**src/rtl/snake_game_ctrl.sv**
```systemverilog
// Game-level sequencer for the snake datapath: move tick, turn/food qualifiers,
// bounds check and the start / pause / game-over flow. All outputs are registered.
module snake_game_ctrl #(
  parameter int unsigned TICK_DIV = 12_500_000,
  parameter int unsigned X_MIN    = 144,
  parameter int unsigned X_MAX    = 768,
  parameter int unsigned Y_MIN    = 32,
  parameter int unsigned Y_MAX    = 512,
  parameter int unsigned SCORE_W  = 8
) (
  input  logic               clk,
  input  logic               reset,
  input  logic               start,
  input  logic               pause,
  input  logic               btn_l,
  input  logic               btn_r,
  input  logic               food_hit,
  input  logic               inc,
  input  logic [9:0]         head_x,
  input  logic [9:0]         head_y,
  output logic               update,
  output logic               rotL,
  output logic               rotR,
  output logic               grow,
  output logic               snake_rst,
  output logic               running,
  output logic               game_over,
  output logic [SCORE_W-1:0] score,
  output logic [2:0]         level
);

  localparam int unsigned     CNT_W    = $clog2(TICK_DIV);
  localparam logic [CNT_W-1:0] CNT_LAST = CNT_W'(TICK_DIV - 1);
  localparam logic [9:0]       XLO      = 10'(X_MIN);
  localparam logic [9:0]       XHI      = 10'(X_MAX);
  localparam logic [9:0]       YLO      = 10'(Y_MIN);
  localparam logic [9:0]       YHI      = 10'(Y_MAX);

  typedef enum logic [2:0] {S_IDLE, S_RUN, S_CHECK, S_PAUSE, S_OVER} state_t;

  state_t             state_q, state_d;
  logic [CNT_W-1:0]   cnt_q, cnt_d;
  logic               pend_l_q, pend_l_d, pend_r_q, pend_r_d;
  logic               pend_g_q, pend_g_d, pend_p_q, pend_p_d;
  logic [SCORE_W-1:0] score_q, score_d;
  logic [2:0]         level_q, level_d;
  logic               start_q, pause_q, btn_l_q, btn_r_q;
  logic               update_q, update_d, rotl_q, rotl_d, rotr_q, rotr_d;
  logic               grow_q, grow_d, srst_q, srst_d;
  logic               running_q, running_d, over_q, over_d;
  logic               start_go;

  logic start_e, pause_e, l_e, r_e, pause_req, oob;
  assign start_e   = start & ~start_q;
  assign pause_e   = pause & ~pause_q;
  assign l_e       = btn_l & ~btn_l_q;
  assign r_e       = btn_r & ~btn_r_q;
  assign pause_req = pause_e | pend_p_q;
  assign oob       = (head_x < XLO) || (head_x > XHI) || (head_y < YLO) || (head_y > YHI);

  // Latest press wins; simultaneous opposite presses cancel each other.
  function automatic logic [1:0] turn_sel(input logic le, input logic re,
                                          input logic pl, input logic pr);
    if (le && re) return 2'b00;
    if (le)       return 2'b10;
    if (re)       return 2'b01;
    return {pl, pr};
  endfunction

  function automatic logic [SCORE_W-1:0] score_inc(input logic [SCORE_W-1:0] s);
    return (&s) ? s : s + SCORE_W'(1);
  endfunction

  function automatic logic [2:0] level_inc(input logic [2:0] l);
    return (l == 3'd7) ? l : l + 3'd1;
  endfunction

  always_ff @(posedge clk or negedge reset) begin
    if (!reset) begin
      state_q   <= S_IDLE;
      cnt_q     <= '0;
      pend_l_q  <= 1'b0;
      pend_r_q  <= 1'b0;
      pend_g_q  <= 1'b0;
      pend_p_q  <= 1'b0;
      score_q   <= '0;
      level_q   <= '0;
      start_q   <= 1'b1;
      pause_q   <= 1'b1;
      btn_l_q   <= 1'b1;
      btn_r_q   <= 1'b1;
      update_q  <= 1'b0;
      rotl_q    <= 1'b0;
      rotr_q    <= 1'b0;
      grow_q    <= 1'b0;
      srst_q    <= 1'b0;
      running_q <= 1'b0;
      over_q    <= 1'b0;
    end else begin
      state_q   <= state_d;
      cnt_q     <= cnt_d;
      pend_l_q  <= pend_l_d;
      pend_r_q  <= pend_r_d;
      pend_g_q  <= pend_g_d;
      pend_p_q  <= pend_p_d;
      score_q   <= score_d;
      level_q   <= level_d;
      start_q   <= start;
      pause_q   <= pause;
      btn_l_q   <= btn_l;
      btn_r_q   <= btn_r;
      update_q  <= update_d;
      rotl_q    <= rotl_d;
      rotr_q    <= rotr_d;
      grow_q    <= grow_d;
      srst_q    <= srst_d;
      running_q <= running_d;
      over_q    <= over_d;
    end
  end

  always_comb begin
    state_d  = state_q;
    cnt_d    = cnt_q;
    pend_l_d = pend_l_q;
    pend_r_d = pend_r_q;
    pend_g_d = pend_g_q;
    pend_p_d = pend_p_q;
    score_d  = score_q;
    level_d  = level_q;
    start_go = 1'b0;
    case (state_q)
      S_IDLE, S_OVER: begin
        if (start_e) begin
          state_d  = S_RUN;
          cnt_d    = '0;
          pend_l_d = 1'b0;
          pend_r_d = 1'b0;
          pend_g_d = 1'b0;
          pend_p_d = 1'b0;
          score_d  = '0;
          level_d  = '0;
          start_go = 1'b1;
        end
      end
      S_RUN: begin
        if (update_q) begin
          // Strobe cycle: latches restart from this cycle's presses only.
          state_d              = S_CHECK;
          cnt_d                = '0;
          score_d              = pend_g_q ? score_inc(score_q) : score_q;
          {pend_l_d, pend_r_d} = turn_sel(l_e, r_e, 1'b0, 1'b0);
          pend_g_d             = food_hit;
          pend_p_d             = pause_req;
        end else begin
          cnt_d                = (cnt_q == CNT_LAST) ? cnt_q : cnt_q + CNT_W'(1);
          {pend_l_d, pend_r_d} = turn_sel(l_e, r_e, pend_l_q, pend_r_q);
          pend_g_d             = pend_g_q | food_hit;
          if (pause_req) begin
            state_d  = S_PAUSE;
            pend_p_d = 1'b0;
          end
        end
      end
      S_CHECK: begin
        cnt_d                = (cnt_q == CNT_LAST) ? '0 : cnt_q + CNT_W'(1);
        {pend_l_d, pend_r_d} = turn_sel(l_e, r_e, pend_l_q, pend_r_q);
        pend_g_d             = pend_g_q | food_hit;
        pend_p_d             = oob ? 1'b0 : pause_req;
        if (inc) level_d = level_inc(level_q);
        state_d = oob ? S_OVER : S_RUN;
      end
      S_PAUSE: begin
        if (pause_e) state_d = S_RUN;
      end
      default: state_d = S_IDLE;
    endcase
  end

  // Outputs are precomputed from the next state so they are registered yet
  // line up with the cycle in which the counter sits at its last value.
  always_comb begin
    update_d  = (state_d == S_RUN) && (cnt_d == CNT_LAST) && !pend_p_d;
    rotl_d    = update_d & pend_l_d;
    rotr_d    = update_d & pend_r_d;
    grow_d    = update_d & pend_g_d;
    srst_d    = start_go;
    running_d = (state_d == S_RUN) || (state_d == S_CHECK);
    over_d    = (state_d == S_OVER);
  end

  assign update    = update_q;
  assign rotL      = rotl_q;
  assign rotR      = rotr_q;
  assign grow      = grow_q;
  assign snake_rst = srst_q;
  assign running   = running_q;
  assign game_over = over_q;
  assign score     = score_q;
  assign level     = level_q;

endmodule

```
**config.mk**
```make
export PLATFORM = sky130hd
export DESIGN_NAME = snake_game_ctrl
export DESIGN_NICKNAME = d
export VERILOG_FILES = /design/src/rtl/snake_game_ctrl.sv
export SDC_FILE = /design/constraint.sdc
export NUM_CORES = 1
export LEC_CHECK = 0
export BUFFER_PORTS_ARGS = -buffer_cell sky130_fd_sc_hd__buf_2
export CAP_MARGIN = 20
export CORE_ASPECT_RATIO = 2
export CORE_MARGIN = 1.5
export CORE_UTILIZATION = 50
export DETAILED_ROUTE_END_ITERATION = 6
export HOLD_SLACK_MARGIN = 0.08
export PLACE_DENSITY = 0.79
export SLEW_MARGIN = 20
export SYNTH_ARGS = -nofsm -noshare
export SYNTH_HDL_FRONTEND = slang
export SYNTH_SLANG_ARGS = --single-unit
```
**constraint.sdc**
```tcl
create_clock -name clk -period 6.4 [get_ports clk]
set_clock_uncertainty 0.05 [all_clocks]
set_input_delay 1.92 -clock clk [delete_from_list [all_inputs] [get_ports clk]]
set_output_delay 1.92 -clock clk [all_outputs]
set_load 0.005 [all_outputs]
```
==> reports/summary.txt <==
Number of sinks handled by clock tree synthesis: 53
Largest delay contributor family on the critical path: simple AND/OR/NAND/NOR gates
Number of filler instances in the final layout: 521
# rows: 40
Pwr dens: 393 mW/mm2
Hold Path Depth: 1
Via count: 2950
Maximum clock rate: 0.228 GHz
Die Wd: 59.1 um
Max Transition Viols Final: 0
Sequential group share of total power: 0.363
Dominant register cell in the synthesized netlist: sky130_fd_sc_hd__dfrtp_1
Minimum setup slack among reg-to-reg paths: 2.97 ns
Syn_area_per_cell: 9.29 um2
Maximum ir drop on the vdd rail: 0.000147 V
Avg WL per Cell: 19.2 um
Number of distinct library cells after synthesis: 78
Unrepaired setup endpoints after global routing: false
Die ar.: 0.00681 mm2
Sort of element at the end of the critical path: register
Warning count from the yosys run: 0
Slowest Stage Delay on Critical Path: 0.54 ns
Slew @ Worst Pin: 1.00 ns
Sw power: 627 uW
Internal Dissipation: 773 uW
Worst setup SP type: primary input
Pin count of the biggest net entering global routing: 54
Post-synthesis to final-layout area growth: 13.0%
Cell area after layout: 0.00356 mm2
First-iteration detailed-routing DRC count: 161
Worst Setup Slack post-DPL: 1.76 ns
Critical register-to-register path endpoint: rotL
Combinational fraction of design power: 0.438
Worst endpoint data arrival time: 4.54 ns
Period utilisation layout: 0.685
Final Hold Vio Count: 0
Total placed instance area: 0.00341 mm2
Ys async rst share: 1.00
Hold_sp: pend_r_q
CP max FO: 11
HPWL Detailed: 6740 um
Clock network fraction of design power: 0.199
Nets in the synthesized netlist: 372
Top cells by count, synth: sky130_fd_sc_hd__dfrtp_1, sky130_fd_sc_hd__nand2_1, sky130_fd_sc_hd__nor2_1
Fraction of post-synthesis cell area in the top cell type by area: 0.389
Critical setup path kind: primary input to register
Cell with the biggest individual delay on the critical path: sky130_fd_sc_hd__or4b_1
Count of antenna-violating nets left after detailed routing: 0
Number of diodes added for antenna fixing: 0
Combined area of all synthesized cells: 0.00315 mm2
Top cells by area, synth: sky130_fd_sc_hd__dfrtp_1, sky130_fd_sc_hd__nand2_1, sky130_fd_sc_hd__dfstp_2, sky130_fd_sc_hd__nor2_1, sky130_fd_sc_hd__nand4_1
Final core occ: 0.588
Routed WL: 8840 um
Shortest period the worst path allows: 4.39 ns
Effective utilization at floorplan: 0.520
Fraction of final layout cells sized beyond drive strength 1: 0.213
Leakage dissipation: 0.00156 uW
Total negative setup slack: 0 ns
Setup WS post-layout: 2.01 ns
Die boundary height: 115 um
Reg-to-reg startpoint: state_q[1]
Switching power as a share of total power: 0.448
Number of gates resized after CTS: 0
First-pass GRT wire length: 14400 um
Insertion delay of the later-clocked pin in the worst-skew pair: 0.30 ns
Cell accounting for the most synthesized area: sky130_fd_sc_hd__dfrtp_1
Count of H-tree levels built during CTS: 2
Most common cell in the netlist: sky130_fd_sc_hd__dfrtp_1
Number of buffers inserted for hold repair after clock tree synthesis: 0
Total routing usage reported by global routing: 0.287
Worst hold path endpoint: pend_r_q
Via count of the first global-routing pass: 2976
Register clock-pin slew on the reported worst setup and hold paths: 0.07 ns
Crit path buf inv count: 2
Outcome: completed
Number of port buffers: 45
CP cell instances: buf_2 -> or4b_1 -> o21ai_1 -> buf_4 -> and3_1 -> o221ai_1 -> a2111oi_0 -> nand4b_1 -> nor3b_1
Clk buf depth: 2
Number of maximum-capacitance constraint violations: 0
Relative slew slack: 0.328
Routability Congestion: 0.982
Final-stage net count: 408
I/O pin count: 46
CTS tree: built
Part of the Yosys area used for sequential elements: 0.423
Cells on worst reg2reg path: 8
Area inside the core boundary: 0.00606 mm2
Avg Vias per Cell: 6.41
Number of setup buffers added after CTS: 0
Type of the most critical hold path: register to register
Worst endpoint required time: 6.56 ns
Clock root buffer: sky130_fd_sc_hd__clkbuf_16
Number of storage elements in the synthesis netlist: 53
Post-synth EDFFs: 0
DRC violation count after routing: 0
Total grt overflow: 0
Antenna violations before repair: 0
Number of iterations in the first detailed-routing pass: 5
Post-synthesis cell count: 339
Cts bufs inserted: 5
Endpoints failing setup: 0
## metal layers
| layer | up-vias | share of wire | wire length, um | global-route usage |
|---|---|---|---|---|
| met4 | 0 | 0.099 | 874 | 0.253 |
| met5 | - | 0 | 0 | 0 |
| met1 | 1370 | 0.32 | 2830 | 0.273 |
| li1 | 1347 | - | - | - |
| met3 | 63 | 0.055 | 484 | 0.0427 |
| met2 | 170 | 0.53 | 4650 | 0.507 |
## sequential cells by signal, indices dropped and copies added (netlist names)
| name | cells |
|---|---|
| pend_l_q | 1 |
| pend_r_q | 1 |
| level | 3 |
| score | 8 |
| pend_g_q | 1 |
| state_q | 3 |
| snake_rst | 1 |
| update | 1 |
| btn_l_q | 1 |
| rotR | 1 |
| running | 1 |
| btn_r_q | 1 |
| pause_q | 1 |
| grow | 1 |
| rotL | 1 |
| cnt_q | 24 |
| start_q | 1 |
| game_over | 1 |
| pend_p_q | 1 |
## logic make-up (layout without fill, tap and decap cells)
| logic type | Yosys count | in the layout | share of synthesized area |
|---|---|---|---|
| xor+xnor | 11 | 11 | 0.0306 |
| fa+ha+maj | 6 | 6 | 0.0230 |
| simple gates | 163 | 163 | 0.305 |
| compound gates | 75 | 75 | 0.167 |
| mux | 4 | 4 | 0.0131 |
| buf+inv | 27 | 64 | 0.0385 |
| flops | 53 | 53 | 0.423 |
## through the flow
step / power, uW / cells / hold slack, ns
after floorplan: 922 / 339 / 0.408
after global placement: 1100 / 452 / 0.446
after detailed placement: 1110 / 452 / 0.451
after CTS: 1390 / 460 / 0.470
after global routing: 1500 / 460 / 0.481
final: 1400 / 460 / 0.461
## how the worst max path moves through the flow
stage               start    to  cells past startpoint
floorplan           start  grow                      9
global placement    start  rotL                      9
CTS                 start  rotL                      9
finish              start  rotL                      9
detailed placement  start  rotL                      9
global route        start  rotR                      9
## placed cells by master, fill, tap and decap left out, drive strengths merged, types with 3 or more instances in the layout
| cell type | n |
|---|---|
| nor2 | 25 |
| xnor2 | 4 |
| nor3 | 14 |
| nor2b | 6 |
| xor2 | 7 |
| nand4b | 4 |
| or3 | 3 |
| and4 | 3 |
| dfstp | 4 |
| buf | 47 |
| nand3 | 14 |
| nand4 | 15 |
| clkbuf | 5 |
| or4 | 3 |
| dfrtp | 49 |
| o21a | 3 |
| ha | 5 |
| nand2b | 4 |
| and3 | 7 |
| nor3b | 5 |
| nand2 | 31 |
| or2 | 4 |
| a21oi | 15 |
| inv | 9 |
| nor4b | 3 |
| mux2i | 3 |
| o21ai | 16 |
| a22o | 5 |
| o211ai | 3 |
| a22oi | 4 |
| and2 | 7 |
| nor4 | 8 |
## cell type report
| type | instances | area [um2] | share of cell area |
|---|---|---|---|
| multi-input cells | 259 | 1700 | 0.477 |
| repair buffers | 47 | 240 | 0.0675 |
| well taps | 84 | 105 | 0.0295 |
| clock buffers | 5 | 125 | 0.0352 |
| clock inverters | 3 | 26.3 | 0.00738 |
| inverters | 9 | 33.8 | 0.00949 |
| flip-flops and latches | 53 | 1330 | 0.374 |
## power by group through the flow
stage / clock [uW] / combinational (uW) / sequential [uW]
detailed placement: 0 / 603 / 509
CTS: 283 / 604 / 504
finish: 278 / 614 / 508
global route: 298 / 679 / 520
global placement: 0 / 591 / 507
floorplan: 0 / 460 / 463
## worst reg2reg max path, stage by stage (launching register included)
cell and delay (ns):
sky130_fd_sc_hd__dfrtp_1 0.57, sky130_fd_sc_hd__nor3b_1 0.48, sky130_fd_sc_hd__nor2_1 0.36, sky130_fd_sc_hd__a21oi_2 0.64
sky130_fd_sc_hd__nor2_2 0.15, sky130_fd_sc_hd__o21a_1 0.25, sky130_fd_sc_hd__a2111oi_0 0.36, sky130_fd_sc_hd__nand4b_1 0.23
sky130_fd_sc_hd__nor3b_1 0.27
Note: power is estimated with default switching activity, not from simulation.
